### src/rtl/inst_loader_pkg.sv
// inst_loader_pkg: shared state encoding and default geometry for the instruction loader.
package inst_loader_pkg;
  localparam int DEF_ADDR_W = 6;
  typedef enum logic [2:0] {
    IDLE  = 3'd0,
    LEN   = 3'd1,
    DATA  = 3'd2,
    WRITE = 3'd3,
    CHK   = 3'd4,
    FIN   = 3'd5
  } state_t;
endpackage

### src/rtl/inst_loader_if.sv
// inst_loader_if: byte stream in, instruction RAM write port and status out.
interface inst_loader_if #(parameter int ADDR_W = 6);
  logic              start;
  logic [7:0]        rx_data;
  logic              rx_valid;
  logic              rx_ready;
  logic              mem_we;
  logic [ADDR_W-1:0] mem_addr;
  logic [31:0]       mem_wdata;
  logic              busy;
  logic              done;
  logic              err;
  logic [ADDR_W:0]   words_loaded;
  modport slave (
    input  start, rx_data, rx_valid,
    output rx_ready, mem_we, mem_addr, mem_wdata, busy, done, err, words_loaded
  );
  modport master (
    output start, rx_data, rx_valid,
    input  rx_ready, mem_we, mem_addr, mem_wdata, busy, done, err, words_loaded
  );
endinterface

### src/rtl/inst_loader_packer.sv
// inst_byte_packer: gathers four bytes little-endian into one 32-bit word.
module inst_byte_packer (
  input  logic        clk,
  input  logic        reset,
  input  logic        i_clear,
  input  logic        i_byte_en,
  input  logic [7:0]  i_byte,
  output logic [31:0] o_word,
  output logic        o_word_full
);
  logic [1:0]  r_cnt;
  logic [31:0] r_sr;
  // The word includes the byte arriving this cycle so it can be registered on the 4th edge.
  assign o_word      = {i_byte, r_sr[31:8]};
  assign o_word_full = i_byte_en && (r_cnt == 2'd3);
  always_ff @(posedge clk or negedge reset) begin
    if (!reset) begin
      r_cnt <= '0;
      r_sr  <= '0;
    end else if (i_clear) begin
      r_cnt <= '0;
      r_sr  <= '0;
    end else if (i_byte_en) begin
      r_cnt <= r_cnt + 2'd1;
      r_sr  <= o_word;
    end
  end
endmodule

### src/rtl/inst_loader.sv
// inst_loader: parses length/data/checksum frames and writes instruction words to RAM.
module inst_loader
  import inst_loader_pkg::*;
#(
  parameter int ADDR_W    = DEF_ADDR_W,
  parameter int MAX_WORDS = 2 ** ADDR_W
) (
  input logic          clk,
  input logic          reset,
  inst_loader_if.slave bus
);
  state_t            r_state;
  logic [ADDR_W:0]   r_n;
  logic [ADDR_W:0]   r_cnt;
  logic [7:0]        r_chk;
  logic              r_we;
  logic [ADDR_W-1:0] r_addr;
  logic [31:0]       r_wdata;
  logic              r_busy;
  logic              r_done;
  logic              r_err;
  logic              w_ready;
  logic              w_take;
  logic              w_clear;
  logic              w_full;
  logic [31:0]       w_word;
  logic [ADDR_W:0]   w_cnt_nx;
  assign w_ready  = (r_state == LEN) || (r_state == DATA) || (r_state == CHK);
  assign w_take   = bus.rx_valid && w_ready;
  assign w_clear  = (r_state == IDLE) && bus.start;
  assign w_cnt_nx = r_cnt + 1'b1;
  inst_byte_packer u_packer (
    .clk         (clk),
    .reset       (reset),
    .i_clear     (w_clear),
    .i_byte_en   (w_take && (r_state == DATA)),
    .i_byte      (bus.rx_data),
    .o_word      (w_word),
    .o_word_full (w_full)
  );
  always_ff @(posedge clk or negedge reset) begin
    if (!reset) begin
      r_state <= IDLE;
      r_n     <= '0;
      r_cnt   <= '0;
      r_chk   <= '0;
      r_we    <= 1'b0;
      r_addr  <= '0;
      r_wdata <= '0;
      r_busy  <= 1'b0;
      r_done  <= 1'b0;
      r_err   <= 1'b0;
    end else begin
      case (r_state)
        IDLE: if (bus.start) begin
          r_err   <= 1'b0;
          r_cnt   <= '0;
          r_chk   <= '0;
          r_busy  <= 1'b1;
          r_state <= LEN;
        end
        LEN: if (w_take) begin
          if (bus.rx_data == 8'd0 || int'(bus.rx_data) > MAX_WORDS) begin
            r_err   <= 1'b1;
            r_done  <= 1'b1;
            r_state <= FIN;
          end else begin
            r_n     <= (ADDR_W+1)'(bus.rx_data);
            r_state <= DATA;
          end
        end
        DATA: if (w_take) begin
          r_chk <= r_chk ^ bus.rx_data;
          if (w_full) begin
            r_we    <= 1'b1;
            r_addr  <= r_cnt[ADDR_W-1:0];
            r_wdata <= w_word;
            r_state <= WRITE;
          end
        end
        WRITE: begin
          r_we    <= 1'b0;
          r_cnt   <= w_cnt_nx;
          r_state <= (w_cnt_nx == r_n) ? CHK : DATA;
        end
        CHK: if (w_take) begin
          r_err   <= r_err || (bus.rx_data != r_chk);
          r_done  <= 1'b1;
          r_state <= FIN;
        end
        FIN: begin
          r_done  <= 1'b0;
          r_busy  <= 1'b0;
          r_state <= IDLE;
        end
        default: r_state <= IDLE;
      endcase
    end
  end
  assign bus.rx_ready     = w_ready;
  assign bus.mem_we       = r_we;
  assign bus.mem_addr     = r_addr;
  assign bus.mem_wdata    = r_wdata;
  assign bus.busy         = r_busy;
  assign bus.done         = r_done;
  assign bus.err          = r_err;
  assign bus.words_loaded = r_cnt;
endmodule

### src/flat_wrapper.sv
// flat-port wrapper written by rule: the top's interface ports become plain ports
module inst_loader_flat import inst_loader_pkg::*;
#(
  parameter int ADDR_W    = DEF_ADDR_W,
  parameter int MAX_WORDS = 2 ** ADDR_W
)
  (clk, reset, bus_start, bus_rx_data, bus_rx_valid, bus_rx_ready, bus_mem_we, bus_mem_addr, bus_mem_wdata, bus_busy, bus_done, bus_err, bus_words_loaded);
  inst_loader_if #(.ADDR_W(ADDR_W)) bus_i ();
  input logic clk;
  input logic reset;
  input wire logic [$bits(bus_i.start)-1:0] bus_start;
  input wire logic [$bits(bus_i.rx_data)-1:0] bus_rx_data;
  input wire logic [$bits(bus_i.rx_valid)-1:0] bus_rx_valid;
  output wire logic [$bits(bus_i.rx_ready)-1:0] bus_rx_ready;
  output wire logic [$bits(bus_i.mem_we)-1:0] bus_mem_we;
  output wire logic [$bits(bus_i.mem_addr)-1:0] bus_mem_addr;
  output wire logic [$bits(bus_i.mem_wdata)-1:0] bus_mem_wdata;
  output wire logic [$bits(bus_i.busy)-1:0] bus_busy;
  output wire logic [$bits(bus_i.done)-1:0] bus_done;
  output wire logic [$bits(bus_i.err)-1:0] bus_err;
  output wire logic [$bits(bus_i.words_loaded)-1:0] bus_words_loaded;
  assign bus_i.start = bus_start;
  assign bus_i.rx_data = bus_rx_data;
  assign bus_i.rx_valid = bus_rx_valid;
  assign bus_rx_ready = bus_i.rx_ready;
  assign bus_mem_we = bus_i.mem_we;
  assign bus_mem_addr = bus_i.mem_addr;
  assign bus_mem_wdata = bus_i.mem_wdata;
  assign bus_busy = bus_i.busy;
  assign bus_done = bus_i.done;
  assign bus_err = bus_i.err;
  assign bus_words_loaded = bus_i.words_loaded;
  inst_loader #(.ADDR_W(ADDR_W), .MAX_WORDS(MAX_WORDS)) u_core (.clk(clk), .reset(reset), .bus(bus_i));
endmodule
### config.mk
export PLATFORM = sky130hd
export DESIGN_NAME = inst_loader_flat
export DESIGN_NICKNAME = d
export VERILOG_FILES = /design/src/rtl/inst_loader_pkg.sv /design/src/rtl/inst_loader_if.sv /design/src/rtl/inst_loader_packer.sv /design/src/rtl/inst_loader.sv /design/src/flat_wrapper.sv
export SDC_FILE = /design/constraint.sdc
export NUM_CORES = 1
export LEC_CHECK = 0
export CAP_MARGIN = 20
export CORE_UTILIZATION = 68
export DETAILED_ROUTE_END_ITERATION = 10
export DONT_BUFFER_PORTS = 1
export PLACE_DENSITY = 0.84
export SYNTH_ARGS = -nofsm -noshare
export SYNTH_HDL_FRONTEND = slang
export SYNTH_HIERARCHICAL = 1
export SYNTH_SLANG_ARGS = --single-unit
### constraint.sdc
create_clock -name clk -period 9 [get_ports clk]
set_clock_uncertainty 0.15 [all_clocks]
set_input_delay 0.45 -clock clk [delete_from_list [all_inputs] [get_ports clk]]
set_output_delay 0.45 -clock clk [all_outputs]
set_load 0.02 [all_outputs]
* Word level (Yosys, flattened, before mapping)
Index checks and enable logic that the tools add are counted.
** Storage, ports and cells
- Memory bits (writable) :: 0
- Latch bits :: 0
- Memories :: 0
- Memory bits (read-only) :: 0
- Word-level logic and storage cells :: 86
- Register bits after elaboration :: 101
** Operators by class
- Mux-type cells :: 29
- Add/subtract/negate cells :: 2
- Order comparisons :: 1
- Reduce and logical (&&, ||, !) cells :: 26
- Equal/unequal tests :: 14
- Divide/modulo/power cells :: 0
- Bitwise gates (word level) :: 2
- Shifts and indexed selects :: 0
- Multiply operators :: 0
** Operator list (count)
- 32-bit 2-to-1 mux :: 2
- 3-bit 2-to-1 mux :: 7
- 8-bit 2-to-1 mux :: 2
- 8-bit case mux with 2 select lines :: 1
- 3-bit case mux with 5 select lines :: 1
- 7-bit case mux with 2 select lines :: 1
- 3-bit AND reduction :: 4
- 5-bit AND reduction :: 2
- 2-bit nonzero test :: 5
- 8-bit by 7-bit greater-than comparator with 1-bit output (second input constant) :: 1
- 8-bit logical NOT :: 1
- 1-bit 2-to-1 mux :: 8
- 8-bit inequality test :: 1
- 8-bit bitwise XOR :: 1
- 7-bit by 1-bit adder with 7-bit output (second input constant) :: 1
- 7-bit equality test :: 1
- 7-bit 2-to-1 mux :: 1
- 3-bit by 2-bit equality test with 1-bit output (second input constant) :: 2
- 3-bit equality test (second input constant) :: 2
- 2-bit by 1-bit inequality test with 1-bit output (second input constant) :: 3
- 2-bit inequality test (second input constant) :: 3
- 1-bit case mux with 3 select lines :: 2
- 3-bit nonzero test :: 2
- 1-bit logical AND :: 4
- other kinds (10) :: 16

* Depth between registers and ports, before layout
- Word-level depth :: 9
- Depth in mapped cells :: 13
- Mapped depth without buffers :: 9

* Modules after synthesis
Netlist, hierarchy kept.
** Modules (own cells, without submodules)
- inst_loader :: cells an instance 267, area an instance 3090.5 um^2, times used 1, sequential area each 1676.6 um^2
- inst_byte_packer :: cells an instance 94, area an instance 1154.9 um^2, times used 1, sequential area each 650.6 um^2

* Least setup slack after synthesis
Ideal clock, no wire load.
- Path kind :: flip-flop to flip-flop
- From :: register u_core.r_state[1]
- To :: register u_core.r_addr[5], in the netlist u_core/bus.mem_addr[5]
- Period minus slack after synthesis :: 2.859 ns
- Setup slack :: 6.141 ns
- Arrival :: 2.585 ns
- Library setup time :: 0.125 ns
- Required time :: 8.725 ns
- Cell stages (with the launch flop) :: 14
- Path through :: dfrtp_1 > clkbuf_1 > buf_2 > nor3b_1 > nand2_1 > clkinv_1 > buf_6 > buf_12 > and2_1 > nand2_1 > nor2_1 > buf_2 > buf_4 > mux2_2
** On the way
- Longest elaborated chain between the ends :: 7
- Elaborated cells between the ends (all ways) :: 9
- Classes of those cells :: eq/ne: 3; reduce/logical: 6
** Ends and longest elaborated chain
- start, declared :: RTL line inst_loader.sv:12 : state_t r_state;
- start signal, assigned :: RTL line inst_loader.sv:84 : r_state <= (w_cnt_nx == r_n) ? CHK : DATA;
- 3-bit by 1-bit equality test with 1-bit output / 3-bit by 2-bit equality test with 1-bit output (equally long branches) :: RTL line inst_loader.sv:28, inst_loader.sv:36
- 1-bit logical OR (2 in series) :: RTL line inst_loader.sv:28 : assign w_ready = (r_state == LEN) || (r_state == DATA) || (r_state == CHK);
- 1-bit logical AND :: RTL line inst_loader.sv:29 : assign w_take = bus.rx_valid && w_ready;
- 1-bit logical AND (*) :: RTL line inst_loader.sv:36 : .i_byte_en (w_take && (r_state == DATA)),
- 1-bit logical AND (*) :: RTL line inst_loader_packer.sv:15 : assign o_word_full = i_byte_en && (r_cnt == 2'd3);
- net u_core.w_full :: RTL line inst_loader.sv:25 : logic w_full;
- 3-bit AND reduction (no source line) (*)
- end signal, assigned :: RTL line inst_loader.sv:76 : r_addr <= r_cnt[ADDR_W-1:0];
- end, declared :: RTL line inst_loader.sv:17 : logic [ADDR_W-1:0] r_addr;
Mark *: on every way through the listed nets, which the timed path passes. The rest lies on a longest branch.
A chain may end at the register's enable or synchronous reset.

* Worst setup path in the final report
- From :: register u_core.r_state[1]
- To :: register u_core.r_wdata[21], in the netlist u_core/bus.mem_wdata[21]
** On the way
- Longest elaborated chain between the ends :: 7
- Elaborated cells between the ends (all ways) :: 9
- Classes of those cells :: eq/ne: 3; reduce/logical: 6
** Ends and longest elaborated chain
- 3-bit by 1-bit equality test with 1-bit output / 3-bit by 2-bit equality test with 1-bit output (equally long branches) :: RTL line inst_loader.sv:28, inst_loader.sv:36
- 1-bit logical OR (2 in series) :: RTL line inst_loader.sv:28
- 1-bit logical AND :: RTL line inst_loader.sv:29
- 1-bit logical AND (*) :: RTL line inst_loader.sv:36
- 1-bit logical AND (*) :: RTL line inst_loader_packer.sv:15
- net u_core.w_full :: RTL line inst_loader.sv:25
- 3-bit AND reduction (no source line) (*)
- end signal, assigned :: RTL line inst_loader.sv:77 : r_wdata <= w_word;
- end, declared :: RTL line inst_loader.sv:18 : logic [31:0] r_wdata;
Marked as above.

==> results by group <==
STA
  – Worst slew pin tran: about 1.0 ns
  – Worst Setup Slack, final: around 5.7 ns
  – Slew margin rel.: 30.74%
  – Hold WS: approximately 0.067 ns
  – RSZ-0062 raised after global routing: false
  – Min cycle time layout: 3.323 ns
  – Post-route setup TNS: 0 ns
  – Final hold vios: 0
  – F_max: 301.0 MHz
  – Tcrit/Tclk final: around 37%
  – Final max-slew violation count: 0
  – Final setup fails: 0

Route
  – DR DRC count: 0
  – Total Wirelength: between 7 and 8 mm
  – Detail Route Antenna Nets: 0
  – Routed wire length per instance: roughly 18 um
  – DR pass1 iterations: 4
  – Via density: a little over 6
  – Initial DRC Count: 155
  – Vias: 2615

Layout
  – Syn-to-layout area delta: 4.156%
  – Final Util: between 70% and 80%
  – Layout cells sized above 1: 19.72%
  – Final net count: about 360
  – Diodes inserted: 0
  – Commonest non-fill, non-tap cell in the layout: dfrtp_1
  – Most frequent cells in the layout: 93 x dfrtp_1, 45 x nor2_1, 45 x mux2_2

Placed design
  – Port bufs: 0
  – GPL Wtd Cong: around 0.78
  – Worst slack at placement: 5.488 ns
  – Dpl hpwl: approximately 4.8 mm

Outcome
  – Status: complete, no violations

Synthesis
  – Post-synth top area share: 54.82%
  – Leading area contributor after synthesis: dfrtp_1
  – Mux cell area share after synthesis: about 18%
  – Cells after synthesis: roughly 360
  – Sequential area share after synthesis: around 55%
  – Post-Syn Area: roughly 4200 sq um
  – Syn Nets: approximately 380
  – Flops & latches, synth: between 90 and 100
  – Syn_area_per_cell: roughly 12 sq um
  – Top cells by area, synth: dfrtp_1 55%, mux2_2 12%, mux2i_1 6.1%, nor2_1 4.1%, xnor2_1 3.9%
  – Yosys warnings: 6
  – Largest family of logic cells by synthesized area: multiplexers
  – Xor and xnor area share after synthesis: around 5.0%
  – Post-synth cell types: 40
  – Post-synthesis compound-gate area fraction: ~6.5%
  – Adder-cell share of the synthesized area: less than 1%
  – Simple-Gate Fraction of Synth Area: around a tenth

Global routing
  – Largest net degree at the start of global routing: 94
  – Remaining global-route overflow: 0
  – First-pass GRT wire length: approximately 13 mm
  – Vias in the first global route: between 2000 and 3000
  – GRT Overall Usage: between 20% and 30%
  – Initial antenna violation count: 0

Floorplanning
  – Initial Util: a little under three quarters
  – Core Footprint: between 5000 and 6000 sq um
  – Die Height: 81.02 um
  – Rows: 28
  – Die X: between 80 and 90 um
  – I/O pin cnt: 62
  – Die ar.: around 6600 sq um

Flow run
  – Max-cap violations: 0

Setup path
  – R2R cell count: 9
  – CP endpoint kind: flip-flop
  – Worst Path Required: 9.08 ns
  – Crit-path max cell delay: 0.62 ns
  – Crit-path max FO: 34
  – Buf/Inv on CP: 3
  – Crit-path cells: nor3b_1, nand2_1, clkinv_1, buf_4, and2_1, nand2_1, nor2_4, buf_16, mux2_2
  – Reg2reg start: u_core/r_state[1]
  – Slowest CP cell: dfrtp_1
  – R2r endpoint: u_core/bus.mem_wdata[21]
  – Crit path top cell by count: nand2_1
  – Critical path class: flip-flop to flip-flop
  – CP startpoint kind: flip-flop
  – CP Data Arrival Time: between 3 and 4 ns
  – R2R Setup Slk: 5.68 ns
  – Delay-heaviest family, CP: simple AND/OR/NAND/NOR gates

Worst hold path
  – Hold wc startpoint: bus_rx_valid
  – Class of the worst hold path: primary input to flip-flop
  – Min-Delay Endpoint: u_core/r_state[0]
  – Hold path depth: 1

CTS
  – CTS Buffer Depth: 2
  – # resized after CTS: 0
  – CTS tree: built
  – Htree depth: 3
  – Num CTS Buffers: 9
  – Worst skew pair latency: ~0.35 ns
  – CTS Sinks: just over 90
  – Root Buffer: clkbuf_8
  – Clock slew at reported path FFs: about 0.09 ns

Pwr
  – Pwr per Cell Area: 249.7 nW/um^2
  – Leakage: 2.035 nW
  – Worst vdd ir: approximately 150 uV
==> worst max-delay path by stage <==
stage / startpoint / endpoint / slack (ns) / cells after the start
after floorplan: u_core/r_state[1] / u_core/bus.mem_addr[5] / 6.14 / 13
after global placement: u_core/r_state[1] / u_core/bus.mem_wdata[26] / 5.64 / 8
after detailed placement: u_core/r_state[1] / u_core/bus.mem_addr[3] / 5.49 / 8
after CTS: u_core/r_state[1] / u_core/bus.mem_addr[3] / 5.47 / 8
after global routing: u_core/r_state[1] / u_core/bus.mem_wdata[21] / 5.38 / 9
final: u_core/r_state[1] / u_core/bus.mem_wdata[21] / 5.68 / 9
==> state kept, by name, summed over array words and instances, names as in the netlist, 2 cells and up <==
name	count
u_core/r_chk	8
u_core/bus.mem_addr	6
u_core/bus.words_loaded	7
u_core/r_n	7
u_core/bus.mem_wdata	32
u_core/u_packer/r_sr	24
u_core/u_packer/r_cnt	2
u_core/r_state	3
==> layout make-up <==
cell class	count	area, sq um
sequential	93	2327
clock buffer	11	141.4
fill	428	1534
tap	75	93.84
inverter	5	18.77
clock inverter	5	42.54
timing repair buffer	4	72.57
multi-input combinational	237	1725
==> stage by stage <==
| stage | area [sq um] | power (mW) | instances |
|---|---|---|---|
| after CTS | 4394 | 1.106 | 429 |
| after global placement | 4173 | 0.8224 | 411 |
| final | 4422 | 1.104 | 430 |
| after detailed placement | 4173 | 0.8367 | 411 |
| after floorplan | 4245 | 0.7942 | 361 |
| after global routing | 4422 | 1.174 | 430 |
==> per-layer routing <==
| metal | wire (um) | track usage [%] | part of all wire [%] |
|---|---|---|---|
| met5 | 0 | 0 | 0 |
| met4 | 152 | 11.43 | 2.0 |
| met1 | 3450 | 36.01 | 44 |
| met2 | 3810 | 41.09 | 49 |
| met3 | 362 | 5.056 | 4.7 |
==> where the power goes <==
group / internal, mW / total (mW) / switching (mW)
Combinational: 0.117 / 0.260 / 0.143
Sequential: 0.493 / 0.586 / 0.0937
Clock: 0.112 / 0.257 / 0.146
==> synth_stat cells <==
library cell   n
a21o_1         1
nor4_4         1
nor4_1         2
buf_2          8
buf_6          1
or4b_1         1
nor3b_1        2
a221oi_1       1
nand2_1       22
mux2i_1       26
a21o_2         1
ha_1           2
clkbuf_1       6
buf_4          9
or2_2          1
and2_1         2
or3_1          1
nand4_1        2
inv_1          4
nand2b_1       1
nand3_1        4
clkinv_1       1
o211ai_1       4
a21oi_1        2
o21ai_0       31
buf_12         2
and3_1         3
a211oi_1       1
nand3b_1       4
o21a_1         1
nor2_1        46
a211oi_2       2
or4_1          1
nor2_2         1
xor2_1         5
o22ai_1        1
o41ai_1        1
xnor2_1       19
mux2_2        45
dfrtp_1       93
==> worst register-to-register path, cell delays in order, from the launching register on <==
cell and delay [ns]:
dfrtp_1 0.62, nor3b_1 0.43, nand2_1 0.12, clkinv_1 0.06, buf_4 0.42, and2_1 0.24, nand2_1 0.10, nor2_4 0.49
buf_16 0.24, mux2_2 0.36
==> timing repair <==
action,in CTS,in global routing
hold buffers,2,0
setup buffers,0,0
hold endpoints to repair,93,0
==> cell families (layout without fill, tap and decap cells) <==
| family | Yosys count | count (layout) |
|---|---|---|
| fa+ha+maj | 2 | 2 |
| xor+xnor | 24 | 24 |
| buf+inv | 31 | 25 |
| simple gates | 94 | 94 |
| compound gates | 46 | 46 |
| mux | 71 | 71 |
| flops | 93 | 93 |
No activity file was read; power rests on OpenSTA's default activity.
